==> config.mk <==
export PLATFORM = sky130hd
export DESIGN_NAME = acq_udp_packetizer
export DESIGN_NICKNAME = d
export VERILOG_FILES = /design/src/rtl/acq_udp_packetizer.sv
export SDC_FILE = /design/constraint.sdc
export NUM_CORES = 1
export LEC_CHECK = 0
export BUFFER_PORTS_ARGS = -buffer_cell sky130_fd_sc_hd__buf_4
export CORE_MARGIN = 2
export CORE_UTILIZATION = 57
export CTS_BUF_LIST = sky130_fd_sc_hd__clkbuf_2 sky130_fd_sc_hd__clkbuf_4 sky130_fd_sc_hd__clkbuf_8
export DETAILED_ROUTE_END_ITERATION = 8
export PLACE_DENSITY = 0.91
export SLEW_MARGIN = 0
export SYNTH_ARGS = -nofsm -noshare
export SYNTH_HDL_FRONTEND = slang
export SYNTH_SLANG_ARGS = --single-unit
==> constraint.sdc <==
create_clock -name clk -period 3.4 [get_ports clk]
set_input_delay 0.17 -clock clk [delete_from_list [all_inputs] [get_ports clk]]
set_output_delay 0.17 -clock clk [all_outputs]
set_load 0.01 [all_outputs]
==> src/rtl/acq_udp_packetizer.sv <==
// Packs 108-bit acquisition words into big-endian UDP payload bytes, then writes the TX status word.
// Optional macro PACKETIZER_SEQ_HEADER_EN prepends a 4-byte packet sequence number to each payload.
module acq_udp_packetizer #(
    parameter int unsigned WORDS_PER_PACKET = 100,
    parameter int unsigned FLUSH_TIMEOUT    = 12500,
    parameter int unsigned TIMEOUT_W        = 16
) (
    input  logic         clk,
    input  logic         reset_n,
    input  logic         enable,
    input  logic [47:0]  destination_mac,
    input  logic [31:0]  destination_ip,
    output logic         acq_rdreq,
    input  logic [107:0] acq_rddata,
    input  logic         acq_rdempty,
    output logic [7:0]   tx_fifo_data,
    output logic         tx_fifo_data_write,
    input  logic         tx_fifo_data_full,
    output logic [95:0]  tx_fifo_status,
    output logic         tx_fifo_status_write,
    input  logic         tx_fifo_status_full,
    output logic         busy,
    output logic [31:0]  packet_count
);
    localparam int unsigned SHIFT_W        = 112;
    localparam int unsigned BYTES_PER_WORD = 14;
    localparam int unsigned WCNT_W         = 13;
    localparam int unsigned LEN_W          = 16;
`ifdef PACKETIZER_SEQ_HEADER_EN
    localparam int unsigned HDR_BYTES      = 4;
`else
    localparam int unsigned HDR_BYTES      = 0;
`endif

    typedef enum logic [2:0] {
        S_IDLE   = 3'd0,
        S_LOAD   = 3'd1,
        S_SEND   = 3'd2,
        S_WAIT   = 3'd3,
        S_STATUS = 3'd4
`ifdef PACKETIZER_SEQ_HEADER_EN
        ,S_HDR   = 3'd5
`endif
    } state_t;

    state_t               state_q, state_d;
    logic [SHIFT_W-1:0]   shift_q, shift_d;
    logic [3:0]           byte_idx_q, byte_idx_d;
    logic [WCNT_W-1:0]    word_cnt_q, word_cnt_d;
    logic [TIMEOUT_W-1:0] tcnt_q, tcnt_d;
    logic [47:0]          mac_q, mac_d;
    logic [31:0]          ip_q, ip_d;
    logic                 rdreq_d;
    logic [7:0]           data_d;
    logic                 data_write_d;
    logic [95:0]          status_d;
    logic                 status_write_d;
    logic                 busy_d;
    logic [31:0]          packet_count_d;
    logic [LEN_W-1:0]     payload_len_c;

    assign payload_len_c = LEN_W'(32'(word_cnt_q) * BYTES_PER_WORD + HDR_BYTES);

    // State and registered outputs
    always_ff @(posedge clk or negedge reset_n) begin
        if (!reset_n) begin
            state_q              <= S_IDLE;
            shift_q              <= '0;
            byte_idx_q           <= '0;
            word_cnt_q           <= '0;
            tcnt_q               <= '0;
            mac_q                <= '0;
            ip_q                 <= '0;
            acq_rdreq            <= 1'b0;
            tx_fifo_data         <= '0;
            tx_fifo_data_write   <= 1'b0;
            tx_fifo_status       <= '0;
            tx_fifo_status_write <= 1'b0;
            busy                 <= 1'b0;
            packet_count         <= '0;
        end else begin
            state_q              <= state_d;
            shift_q              <= shift_d;
            byte_idx_q           <= byte_idx_d;
            word_cnt_q           <= word_cnt_d;
            tcnt_q               <= tcnt_d;
            mac_q                <= mac_d;
            ip_q                 <= ip_d;
            acq_rdreq            <= rdreq_d;
            tx_fifo_data         <= data_d;
            tx_fifo_data_write   <= data_write_d;
            tx_fifo_status       <= status_d;
            tx_fifo_status_write <= status_write_d;
            busy                 <= busy_d;
            packet_count         <= packet_count_d;
        end
    end

    // Next-state and next-output logic; rdreq is raised on entry so it is high during LOAD
    always_comb begin
        state_d        = state_q;
        shift_d        = shift_q;
        byte_idx_d     = byte_idx_q;
        word_cnt_d     = word_cnt_q;
        tcnt_d         = tcnt_q;
        mac_d          = mac_q;
        ip_d           = ip_q;
        rdreq_d        = 1'b0;
        data_d         = tx_fifo_data;
        data_write_d   = 1'b0;
        status_d       = tx_fifo_status;
        status_write_d = 1'b0;
        packet_count_d = packet_count;

        case (state_q)
            S_IDLE: begin
                if (enable && !acq_rdempty && !tx_fifo_status_full) begin
                    mac_d      = destination_mac;
                    ip_d       = destination_ip;
                    word_cnt_d = '0;
`ifdef PACKETIZER_SEQ_HEADER_EN
                    shift_d    = {packet_count, 80'h0};
                    byte_idx_d = '0;
                    state_d    = S_HDR;
`else
                    rdreq_d    = 1'b1;
                    state_d    = S_LOAD;
`endif
                end
            end
`ifdef PACKETIZER_SEQ_HEADER_EN
            S_HDR: begin
                if (!tx_fifo_data_full) begin
                    data_d       = shift_q[111:104];
                    data_write_d = 1'b1;
                    shift_d      = shift_q << 8;
                    byte_idx_d   = byte_idx_q + 4'd1;
                    if (byte_idx_q == 4'd3) begin
                        rdreq_d = 1'b1;
                        state_d = S_LOAD;
                    end
                end
            end
`endif
            S_LOAD: begin
                shift_d    = SHIFT_W'(acq_rddata);
                byte_idx_d = '0;
                word_cnt_d = word_cnt_q + WCNT_W'(1);
                state_d    = S_SEND;
            end
            S_SEND: begin
                if (!tx_fifo_data_full) begin
                    data_d       = shift_q[111:104];
                    data_write_d = 1'b1;
                    shift_d      = shift_q << 8;
                    byte_idx_d   = byte_idx_q + 4'd1;
                    if (byte_idx_q == 4'(BYTES_PER_WORD - 1)) begin
                        if (word_cnt_q == WCNT_W'(WORDS_PER_PACKET)) begin
                            state_d = S_STATUS;
                        end else if (!acq_rdempty) begin
                            rdreq_d = 1'b1;
                            state_d = S_LOAD;
                        end else begin
                            tcnt_d  = '0;
                            state_d = S_WAIT;
                        end
                    end
                end
            end
            S_WAIT: begin
                // Fresh data takes priority over a coincident flush timeout
                if (!acq_rdempty) begin
                    tcnt_d  = '0;
                    rdreq_d = 1'b1;
                    state_d = S_LOAD;
                end else if ((FLUSH_TIMEOUT != 0) &&
                             (tcnt_q == TIMEOUT_W'(FLUSH_TIMEOUT - 1))) begin
                    tcnt_d  = '0;
                    state_d = S_STATUS;
                end else begin
                    tcnt_d  = tcnt_q + TIMEOUT_W'(1);
                end
            end
            S_STATUS: begin
                if (!tx_fifo_status_full) begin
                    status_d       = {mac_q, ip_q, payload_len_c};
                    status_write_d = 1'b1;
                    packet_count_d = packet_count + 32'd1;
                    state_d        = S_IDLE;
                end
            end
            default: state_d = S_IDLE;
        endcase

        busy_d = (state_d != S_IDLE);
    end
endmodule
* Word level (Yosys, flattened, before mapping) *
Index checks and enable logic that the tools add are counted.

storage, ports and cells
  flip-flop bits (word level) = 367
  output and inout port bits = 140

operators by class
  add/subtract/negate cells = 4
  multipliers = 1
  equal/unequal tests = 12
  muxes and demuxes = 32
  bitwise operators = 2
  reductions and logical operators = 15

operators with widths
  operator                 number
  $pmux W112 S2            1
  $mux W112                1
  $mux W16                 6
  $add A32 B1 Y32 const B  1
  $pmux W16 S2             1
  $pmux W13 S2             1
  $mux W3                  7
  $add A16 B1 Y16 const B  1
  $eq A16 B14 Y1 const B   1
  $mul A13 B3 Y15 const B  1
  $pmux W3 S5              1
  $add A13 B1 Y13 const B  1
  $eq A13 B7 Y1 const B    1
  $mux W13                 1
  $ne A2 B2 Y1 const B     5
  $reduce_and A2 Y1        5
  $mux W1                  9
  $pmux W4 S2              1
  $eq A3 B2 Y1 const B     2
  $reduce_bool A2 Y1       3
  $reduce_and A5 Y1        1
  $add A4 B1 Y4 const B    1
  $eq A4 B4 Y1 const B     1
  $mux W4                  1
  other kinds (9)          12

* Longest topological paths before layout *
  depth after elaboration = 6
  mapped depth = 8
  gate-level depth less buffers = 8

* Worst setup path before layout *
Ideal clock, no wire load.

  path kind = register to register
  start point = register word_cnt_q[2]
  end point = register tx_fifo_status[15]
  library setup time = 0.095 ns
  arrival = 2.589 ns
  required time = 3.305 ns
  slack = 0.716 ns
  stages on the path, launching flop included = 9
  buffers on the path = 0
  period minus slack after synthesis = 2.684 ns
  cell sequence = dfrtp_1 -> fa_1 -> ha_1 -> fa_1 -> a21oi_1 -> o2111ai_1 -> and3_1 -> o31a_1 -> o31ai_1

on the way
  word-level cells in the longest chain between the ends = 1

ends and longest elaborated chain
  what                    RTL line  source
  from (decl)             49        logic [WCNT_W-1:0] word_cnt_q, word_cnt_d;
  from (signal assigned)  85        word_cnt_q <= word_cnt_d;
  $mul A13 B3 Y15         62        assign payload_len_c = LEN_W'(32'(word_cnt_q) * BYTES_PER_WORD + HDR_BYTES);
  to (signal assigned)    92        tx_fifo_status <= status_d;
  to (decl)               19        output logic [95:0] tx_fifo_status,

Every way passes these cells.
A chain may end at the register's enable or synchronous reset.

* Worst setup path in the final report *
Ends and elaborated chain as after synthesis.

==> reports/metrics.cfg <==
[clocking]
clk_latency_ps=610
cts-root-buf=clkbuf_8
tritoncts=done
clkTransAtPathRegs_ps=70
clock_path_buffers=3
cts_sinks=367
cts_buffers=59
cts_resized=0
h-tree-depth=2

[synthesis]
ys_types=53
ys_top_cells_by_area=dfrtp_1 (57%), nand2_1 (8.2%), mux2i_1 (6.7%), mux2_2 (5.6%), a21oi_1 (3.5%)
ys_seq_elements=367
syn_avg_cell_area_um2=10.6
synth_cells=1524
synthesis.nets=1765
synth-main-ff-cell=dfrtp_1
synthTopCellsByCount=dfrtp_1 (367), nand2_1 (354), nor2_1 (126)
yosys.area.top_type=dfrtp_1
yosys_warnings=0
synth_top_area_frac=0.568
async_flop_share=1.00
netlist_area_um2=16200
synth.most_common_cell=dfrtp_1
synth_edf_count=0
ys_seq_area_frac=0.568

[sta]
hold_viol_final=0
fmax_ghz=0.310
slew_viol_final=0
tightest_slew_ps=868
setup_viol=0
max_slew_margin=0.421
fin_hold_ws_ps=11.2
rsz0062_at_grt=false
fin_skew_ps=26.7
period_share=0.948
min_period_ps=3220
setup_tns_ps=0

[global_routing]
grt_max_degree=106
gr-usage-met3=0.0636
met2_usage=0.584
antenna_found_initial=6
grt_overflow=0
grt.total_usage=0.340
grt_pass1_wl_um=78400
grt-busiest-layer=met2
gr-usage-met1=0.382
grt_pass1_vias=14832

[worst_setup_path]
path_cells=fa_1, ha_1, fa_1, a21oi_1, o2111ai_1, and3_1, o31a_1, o31ai_1
reg2reg_to=tx_fifo_status[15]$_DFFE_PN0P_
crit_fanout=8
r2r_slack_ps=180
critPathMaxStageDelay_ps=540
critPathKind=flip-flop to flip-flop
cp_slowest_cell=dfrtp_1
cpMostUsedCell=fa_1
arrival_ps=3720
worst_setup_path_start_kind=flip-flop
crit-reg2reg-launch=word_cnt_q[2]$_DFFE_PN0P_
critical_path_required_ps=3900
r2r_cells=8
cp-end-kind=flip-flop

[route]
wl_per_cell_um=20.7
drtIter0Drc=1143
drc=0
via_count=14097
dr.pass1.iters=6
detail_route.vias_per_cell=5.70
ant_nets=0
routed_wl_um=51200

[pwr]
leakage_nw=11.2
ir_drop_mv=0.539
p_per_area_nw_per_um2=687

[cells_and_area]
drive_gt1_frac=0.260
area_growth_pct=37.4
fin_area_um2=22200
multi_input_area_um2=6600
seq_area_um2=9180
nets=2284
num-fill-cells=1410

[place]
place_congestion=0.860
dpl.hpwl_um=26300
io_buffer_count=332
dpl-instance-area_um2=19100

[die]
fp.dieArea_um2=29700
io_pins=334
start_util=0.580
die_x_um=172
core_um2=27900
rows=61
die_h_um=172

[worst_hold_path]
hp-class=input port to flip-flop
holdPathEnd=shift_q[22]$_DFFE_PN0P_
holdPathStages=3
min_from=acq_rddata[22]

[outcome]
outcome=completed

[run]
maxCapViolCount=0

-- metrics by stage --
stage | setup WS [ps] | util | cells | power (mW)
finish | 178 | 0.797 | 2471 | 15.2
global route | 13.6 | 0.796 | 2469 | 15.9
CTS | 231 | 0.796 | 2463 | 14.7
detailed placement | 390 | 0.684 | 2170 | 10.5
global placement | 525 | 0.684 | 2170 | 10.2
floorplan | 716 | - | 1524 | 9.34
-- registers in the layout, summed over array words and instances, names as in the netlist --
register	flops
tx_fifo_status_write	1
packet_count	32
acq_rdreq	1
tcnt_q	16
state_q	3
word_cnt_q	13
tx_fifo_data_write	1
tx_fifo_status	95
busy	1
ip_q	32
byte_idx_q	4
tx_fifo_data	8
shift_q	112
mac_q	48
-- worst max-delay path by stage --
stage | to | depth (start not counted) | startpoint
6_report | tx_fifo_status[15]$_DFFE_PN0P_ | 8 | word_cnt_q[2]$_DFFE_PN0P_
5_1_grt | tx_fifo_status[15]$_DFFE_PN0P_ | 8 | word_cnt_q[2]$_DFFE_PN0P_
4_1_cts | tx_fifo_status[15]$_DFFE_PN0P_ | 8 | word_cnt_q[2]$_DFFE_PN0P_
3_5_place_dp | tx_fifo_status[15]$_DFFE_PN0P_ | 8 | word_cnt_q[2]$_DFFE_PN0P_
3_3_place_gp | tx_fifo_status[15]$_DFFE_PN0P_ | 8 | word_cnt_q[2]$_DFFE_PN0P_
2_1_floorplan | tx_fifo_status[15]$_DFFE_PN0P_ | 8 | word_cnt_q[2]$_DFFE_PN0P_
-- kinds of logic (layout without fill, tap and decap cells) --
logic type,count (synthesis),count (layout),synth area share
and+or+nand+nor,598,598,0.157
muxes,189,189,0.123
DFF,367,367,0.568
other,1,9,0.000232
adders and majority gates,47,47,0.0424
xor gates and xnor gates,42,42,0.0228
buffers and inverters,100,661,0.0252
AOI/OAI and AO/OA,180,180,0.0610
-- where the power goes --
group / internal (mW) / leakage [nW] / switching [mW]
Sequential: 5.65 / 4.61 / 0.998
Clock: 2.16 / 0.653 / 1.86
Combinational: 2.09 / 5.98 / 2.50
-- worst max-delay path: cells and delay by family (launching register included) --
family,cells,cell delay [ps]
fa+ha+maj,3,1160
compound gates,4,1150
flops,1,540
simple gates,1,280
-- area by class of cell --
| type | instances | share of cell area |
|---|---|---|
| antenna | 8 | 0.000902 |
| clock buffer | 95 | 0.0524 |
| clock inverter | 8 | 0.00220 |
| inverter | 21 | 0.00355 |
| multi-input combinational | 1057 | 0.297 |
| sequential | 367 | 0.414 |
| tap | 378 | 0.0213 |
| timing repair buffer | 537 | 0.208 |
-- placed cells by master (no fill, tap or decap), drive strengths merged, types with 3 or more instances in the layout --
master and n:
mux2i 108, clkbuf 95, nand3 52, xor2 13, a22o 5, nor3 8
and2 3, a211oi 3, nor2 127, buf 347, o21ai 39, xnor2 29
diode 8, and4 3, a31oi 3, a21o 7, dfrtp 367, a21oi 112
nand2 354, clkinv 6, dlygate4sd3 190, and3 14, nand4 18, fa 13
ha 34, inv 22, nor4 5, mux2 81
-- repair_timing --
action | in CTS | in global routing
setup endpoints to repair | 0 | 0
hold endpoints to repair | 292 | 0
hold buffers | 190 | 0
buffers inserted | 0 | 0
-- layer usage --
metal  wire (um)  part of all wire
met1       18300              0.36
met2       26100              0.51
met3        2840             0.055
met4        3950             0.077
met5           0                 0
Power figures use the tool's default switching activity.
